## config.mk

```make
export PLATFORM = sky130hd
export DESIGN_NAME = digit_scan_ctrl
export DESIGN_NICKNAME = d
export VERILOG_FILES = /design/src/rtl/digit_scan_ctrl.sv
export SDC_FILE = /design/constraint.sdc
export NUM_CORES = 1
export LEC_CHECK = 0
export ABC_AREA = 1
export BUFFER_PORTS_ARGS = -buffer_cell sky130_fd_sc_hd__buf_2
export CAP_MARGIN = 10
export CORE_MARGIN = 2
export CORE_UTILIZATION = 54
export DETAILED_ROUTE_END_ITERATION = 10
export GPL_ROUTABILITY_DRIVEN = 0
export GPL_TIMING_DRIVEN = 1
export PLACE_DENSITY = 0.86
export SLEW_MARGIN = 25
export SYNTH_ARGS = -nofsm -noshare
export SYNTH_HDL_FRONTEND = slang
export SYNTH_SLANG_ARGS = --single-unit
```

## constraint.sdc

```tcl
create_clock -name clk_100mhz -period 4 [get_ports clk_100mhz]
set_input_delay 0.4 -clock clk_100mhz [delete_from_list [all_inputs] [get_ports clk_100mhz]]
set_output_delay 0.4 -clock clk_100mhz [all_outputs]
set_load 0.01 [all_outputs]
```

## src/rtl/digit_scan_ctrl.sv

```systemverilog
// digit_scan_ctrl: 4-digit multiplexed 7-seg scan controller with guard gaps,
// round snapshotting, alternate-source arbitration and game-over flashing.
// Ports: clk_100mhz, rst_n (async low), pause, gameover, score[15:0],
//   alt_req, alt_val[15:0] -> alt_gnt, bval[3:0] (F=blank), an[3:0] (low),
//   round_done (1-cycle pulse per completed round).
// Option: LEADING_ZERO_BLANK_EN blanks leading zero digits 3..1.
module digit_scan_ctrl #(
  parameter int SCAN_DIV     = 100000,
  parameter int GUARD_CYC    = 1000,
  parameter int FLASH_ROUNDS = 125
) (
  input  logic        clk_100mhz,
  input  logic        rst_n,
  input  logic        pause,
  input  logic        gameover,
  input  logic [15:0] score,
  input  logic        alt_req,
  input  logic [15:0] alt_val,
  output logic        alt_gnt,
  output logic [3:0]  bval,
  output logic [3:0]  an,
  output logic        round_done
);

  localparam int CNT_MAX = (SCAN_DIV > GUARD_CYC) ? SCAN_DIV : GUARD_CYC;
  localparam int CW = (CNT_MAX > 1) ? $clog2(CNT_MAX) : 1;
  localparam int FW = (FLASH_ROUNDS > 1) ? $clog2(FLASH_ROUNDS) : 1;

  localparam logic [CW-1:0] DRV_LAST = CW'(SCAN_DIV - 1);
  localparam logic [CW-1:0] GRD_LAST = CW'(GUARD_CYC - 1);
  localparam logic [FW-1:0] FR_LAST  = FW'(FLASH_ROUNDS - 1);

  // PEND is the reset-held "DRIVE(0) about to start" state.
  localparam logic [1:0] ST_PEND  = 2'd0;
  localparam logic [1:0] ST_DRIVE = 2'd1;
  localparam logic [1:0] ST_GUARD = 2'd2;

  logic [1:0]    state_q, state_d;
  logic [1:0]    dig_q, dig_d;
  logic [CW-1:0] cnt_q, cnt_d;
  logic [15:0]   snap_q, snap_d;
  logic          gnt_q, gnt_d;
  logic          flash_q, flash_d;
  logic [FW-1:0] fcnt_q, fcnt_d;
  logic [3:0]    an_q, an_d;
  logic [3:0]    bval_q, bval_d;
  logic          rd_q, rd_d;

  logic          round_start;
  logic          wrap;
  logic [3:0]    cur_dig;
  logic          lz_blank;

  always_comb begin
    state_d     = state_q;
    dig_d       = dig_q;
    cnt_d       = cnt_q;
    round_start = 1'b0;
    wrap        = 1'b0;
    unique case (1'b1)
      (state_q == ST_PEND): begin
        state_d     = ST_DRIVE;
        dig_d       = 2'd0;
        cnt_d       = '0;
        round_start = 1'b1;
      end
      (state_q == ST_DRIVE): begin
        if (cnt_q == DRV_LAST) begin
          cnt_d = '0;
          if (GUARD_CYC == 0) begin
            dig_d       = dig_q + 2'd1;
            wrap        = (dig_q == 2'd3);
            round_start = (dig_q == 2'd3);
          end else begin
            state_d = ST_GUARD;
          end
        end else begin
          cnt_d = cnt_q + 1'b1;
        end
      end
      (state_q == ST_GUARD): begin
        if (cnt_q == GRD_LAST) begin
          cnt_d       = '0;
          state_d     = ST_DRIVE;
          dig_d       = dig_q + 2'd1;
          wrap        = (dig_q == 2'd3);
          round_start = (dig_q == 2'd3);
        end else begin
          cnt_d = cnt_q + 1'b1;
        end
      end
      default: begin
        state_d = ST_PEND;
        dig_d   = 2'd0;
        cnt_d   = '0;
      end
    endcase
  end

  // Grant and snapshot move together, and only at a round boundary.
  always_comb begin
    snap_d = snap_q;
    gnt_d  = gnt_q;
    if (round_start && !pause) begin
      gnt_d  = alt_req;
      snap_d = alt_req ? alt_val : score;
    end
  end

  always_comb begin
    flash_d = flash_q;
    fcnt_d  = fcnt_q;
    if (!gameover) begin
      flash_d = 1'b0;
      fcnt_d  = '0;
    end else if (wrap) begin
      if (fcnt_q == FR_LAST) begin
        fcnt_d  = '0;
        flash_d = ~flash_q;
      end else begin
        fcnt_d = fcnt_q + 1'b1;
      end
    end
  end

  always_comb begin
    cur_dig = snap_q[3:0];
    unique case (1'b1)
      (dig_q == 2'd0): cur_dig = snap_q[3:0];
      (dig_q == 2'd1): cur_dig = snap_q[7:4];
      (dig_q == 2'd2): cur_dig = snap_q[11:8];
      default:         cur_dig = snap_q[15:12];
    endcase
  end

`ifdef LEADING_ZERO_BLANK_EN
  always_comb begin
    lz_blank = 1'b0;
    unique case (1'b1)
      (dig_q == 2'd3): lz_blank = (snap_q[15:12] == 4'h0);
      (dig_q == 2'd2): lz_blank = (snap_q[15:8] == 8'h00);
      (dig_q == 2'd1): lz_blank = (snap_q[15:4] == 12'h000);
      default:         lz_blank = 1'b0;
    endcase
  end
`else
  assign lz_blank = 1'b0;
`endif

  // Live gameover gate lets the anodes recover the cycle after it drops.
  always_comb begin
    an_d   = 4'b1111;
    bval_d = 4'hF;
    rd_d   = wrap;
    if (state_q == ST_DRIVE) begin
      bval_d = lz_blank ? 4'hF : cur_dig;
      if (!(flash_q && gameover)) begin
        an_d = ~(4'b0001 << dig_q);
      end
    end
  end

  always_ff @(posedge clk_100mhz or negedge rst_n) begin
    if (!rst_n) begin
      state_q <= ST_PEND;
      dig_q   <= 2'd0;
      cnt_q   <= '0;
      snap_q  <= 16'h0000;
      gnt_q   <= 1'b0;
      flash_q <= 1'b0;
      fcnt_q  <= '0;
      an_q    <= 4'b1111;
      bval_q  <= 4'hF;
      rd_q    <= 1'b0;
    end else begin
      state_q <= state_d;
      dig_q   <= dig_d;
      cnt_q   <= cnt_d;
      snap_q  <= snap_d;
      gnt_q   <= gnt_d;
      flash_q <= flash_d;
      fcnt_q  <= fcnt_d;
      an_q    <= an_d;
      bval_q  <= bval_d;
      rd_q    <= rd_d;
    end
  end

  assign alt_gnt    = gnt_q;
  assign an         = an_q;
  assign bval       = bval_q;
  assign round_done = rd_q;

endmodule
```

==> results.cfg <==
[status]
outcome = finished, final reports clean

[clock_network]
cts_tree = built
cts_sinks = 55
clock_path_buffers = 2
cts_htree_levels = 2
clock_latency_ns = 0.32
root_buffer = clkbuf_8
clk_pin_slew_ns = 0.10
numCtsBuffers = 5

[logic_synthesis]
synth_fp_nets = 413
synthArstFlopShare_pct = 100.0
yosysWarningCount = 0
synth_top_family_by_area = simple AND/OR/NAND/NOR gates
synth.avg_cell_area_sq_um = 8.284
synth-seq-area-share_pct = 45.98
synth_top_area_share_pct = 39.00
synthFlopType = dfrtp_1
synth-edff-count = 0
syn-instance-count = 364
synth_most_common_cell = nand2_1
synth-compound-area-share_pct = 3.320
synth_commonest_cells = nand2_1, dfrtp_1, nand3_1, nor2_1, inv_1
yosys.area_share.adder_pct = 4.979
synth_xor_area_share_pct = 3.485
yosysTopAreaCell = dfrtp_1
synth.area.mux_share_pct = 5.975
ys_ff_latch = 55
ys_top_cells_by_area = dfrtp_1, nand2_1, dfstp_2, nand3_1, mux2_2
syn_area_sq_um = 3015
ys_types = 32
synthSimpleGateAreaFrac_pct = 30.29

[power]
p_per_area_nw_per_um2 = 284.3
power_leakage_nw = 1.739
totalPowerFinal_uw = 963.4
ir_worst_vdd_uv = 213.4

[worst_setup_path]
cpLargestDelayFamily = simple AND/OR/NAND/NOR gates
worstPathMaxFanout = 18
worstSetupEndpointType = flip-flop
crit_type = reg2reg
cp_slowest_cell = dfrtp_1
cp-start-kind = flip-flop
crit_buf_inv = 1
cpMostUsedCell = nand2_1
cp_cell_sequence = ha_1, nand2_1, inv_1, nand2_1, nor2_2, nand3_4, nand2_8, nand2_4, nand2_1, nand2_1
critPathArrivalTime_ns = 1.87
worstPathRequired_ns = 4.20
critPathMaxStageDelay_ns = 0.37

[detailed_routing]
wirelength_um = 5747
route.antenna.remaining_nets = 0
wl_met2_um = 2810
drt-wirelength-per-cell_um = 11.87
wl_met1_um = 2552
wl_met3_um = 261
routed.top_layer = met4
drt_first_pass_iters = 4
route.detailed.drc = 0
vias = 2470
drtIter0Drc = 156
via_per_inst = 5.103

[final_layout]
nFillCells = 458
nets = 460
syn2layout_area_growth_pct = 12.37
postLayoutCellArea_sq_um = 3388
antenna_cells = 0
drive_gt1_share_pct = 21.84
seqCellArea_sq_um = 1386
multi_input_area_sq_um = 1449

[timing]
fin_crit_ns = 1.670
setup_tns_ns = 0
finClkSkew_ns = 0.01161
tightest_slew_ns = 0.5036
setup_viol = 0
finalMaxSlewViolations = 0
hold_viol = 0
rsz0062_at_grt = false
relSlewSlack_pct = 66.43
fin_crit_sh_pct = 41.75
max_freq_mhz = 598.8

[global_route]
grt_pass1_wl_um = 10160
grt_pass1_vias = 2464
grt_max_degree = 42
overflow = 0
antenna_found_initial = 0
track_usage_pct = 20.72

[floorplanning]
initial_core_util_pct = 55.44
die_y_um = 78.73
ios = 47
die_x_um = 78.73
die-area_sq_um = 6198
rows = 27
core_sq_um = 5439

[placement]
dp_hpwl_um = 4227
place_area_sq_um = 3291
io_buffers = 46

[flow_run]
max_cap_viol_count = 0

[min_path]
hp-class = in2reg
-- power by group --
part | switching, mW | total (mW) | leakage [nW] | internal [mW]
clock | 0.184 | 0.308 | 0.0483 | 0.124
sequential | 0.00829 | 0.581 | 0.706 | 0.572
combinational | 0.0400 | 0.0750 | 0.985 | 0.0350
-- state kept, by name, summed over array words and instances (netlist names) --
register	count
cnt_q	17
snap_q	16
fcnt_q	7
an	4
bval	4
dig_q	2
state_q	2
alt_gnt	1
flash_q	1
round_done	1
-- logic make-up (layout without fill, tap and decap cells) --
kind of cell | after synthesis | count (layout)
DFF | 55 | 55
adders and majority gates | 12 | 12
AOI/OAI and AO/OA | 19 | 19
xor gates and xnor gates | 12 | 12
buffers and inverters | 42 | 90
muxes | 16 | 16
and+or+nand+nor | 208 | 208
-- layout make-up --
class | instances | share of cell area [%]
clock buffers | 5 | 2.031
clock inverters | 3 | 0.5539
inverters | 34 | 3.767
multi-input cells | 267 | 42.76
flip-flops and latches | 55 | 40.92
well taps | 72 | 2.659
repair buffers | 48 | 7.312
-- cell usage in the layout, fill, tap and decap left out, types with 7 or more instances in the layout --
cell type | Yosys | routed
nand4_1 | 7 | 7
dfstp_2 | 8 | 8
xor2_1 | 10 | 10
nand2_1 | 115 | 115
buf_2 | 3 | 46
inv_1 | 31 | 31
nor2_1 | 36 | 36
o21ai_0 | 7 | 7
nand3_1 | 36 | 36
dfrtp_1 | 47 | 47
ha_1 | 12 | 12
mux2_2 | 16 | 16
-- stage by stage --
stage	cells	setup slack [ns]	util [%]	hold WS [ns]
after floorplan	364	2.494	-	0.1044
after global placement	475	2.439	60.50	0.3163
after detailed placement	475	2.385	60.50	0.3227
after CTS	484	2.336	62.30	0.4068
after global routing	484	2.089	62.30	0.4113
final	484	2.330	62.30	0.4173
-- layer usage --
| layer | global-route usage (%) | up-vias |
|---|---|---|
| met5 | 0 | - |
| met4 | 9.298 | 0 |
| met3 | 3.864 | 9 |
| met2 | 36.41 | 74 |
| met1 | 24.71 | 1142 |
| li1 | - | 1245 |
-- worst paths after layout --
kind,start,endpoint,slack (ns),depth (start not counted)
setup / recovery,cnt_q[0]$_DFF_PN0_,snap_q[2]$_DFFE_PN0P_,2.33,10
hold / removal,gameover,fcnt_q[3]$_DFFE_PN0P_,0.42,3
setup reg to reg,cnt_q[0]$_DFF_PN0_,snap_q[2]$_DFFE_PN0P_,2.33,10
hold reg to reg,cnt_q[0]$_DFF_PN0_,cnt_q[0]$_DFF_PN0_,0.46,1
max in group asynchronous,rst_n,an[3]$_DFF_PN1_,2.66,3
min in group asynchronous,rst_n,cnt_q[6]$_DFF_PN0_,0.50,2
-- worst register-to-register path, delay by kind of cell, from the launching register on --
family / cells / cell delay, ns
adder cells (fa/ha/maj): 1 / 0.17
buffers and inverters: 1 / 0.08
flip-flops: 1 / 0.37
AND/OR/NAND/NOR: 8 / 0.94
-- timing repair --
| item | CTS | global route |
|---|---|---|
| hold buffers | 1 | 0 |
| setup buffers | 0 | 0 |
| hold endpoints to repair | 14 | 0 |
| endpoints found under the setup margin | 0 | 0 |
| gates resized for setup | 0 | 0 |
Note: power is estimated with default switching activity, not from simulation.
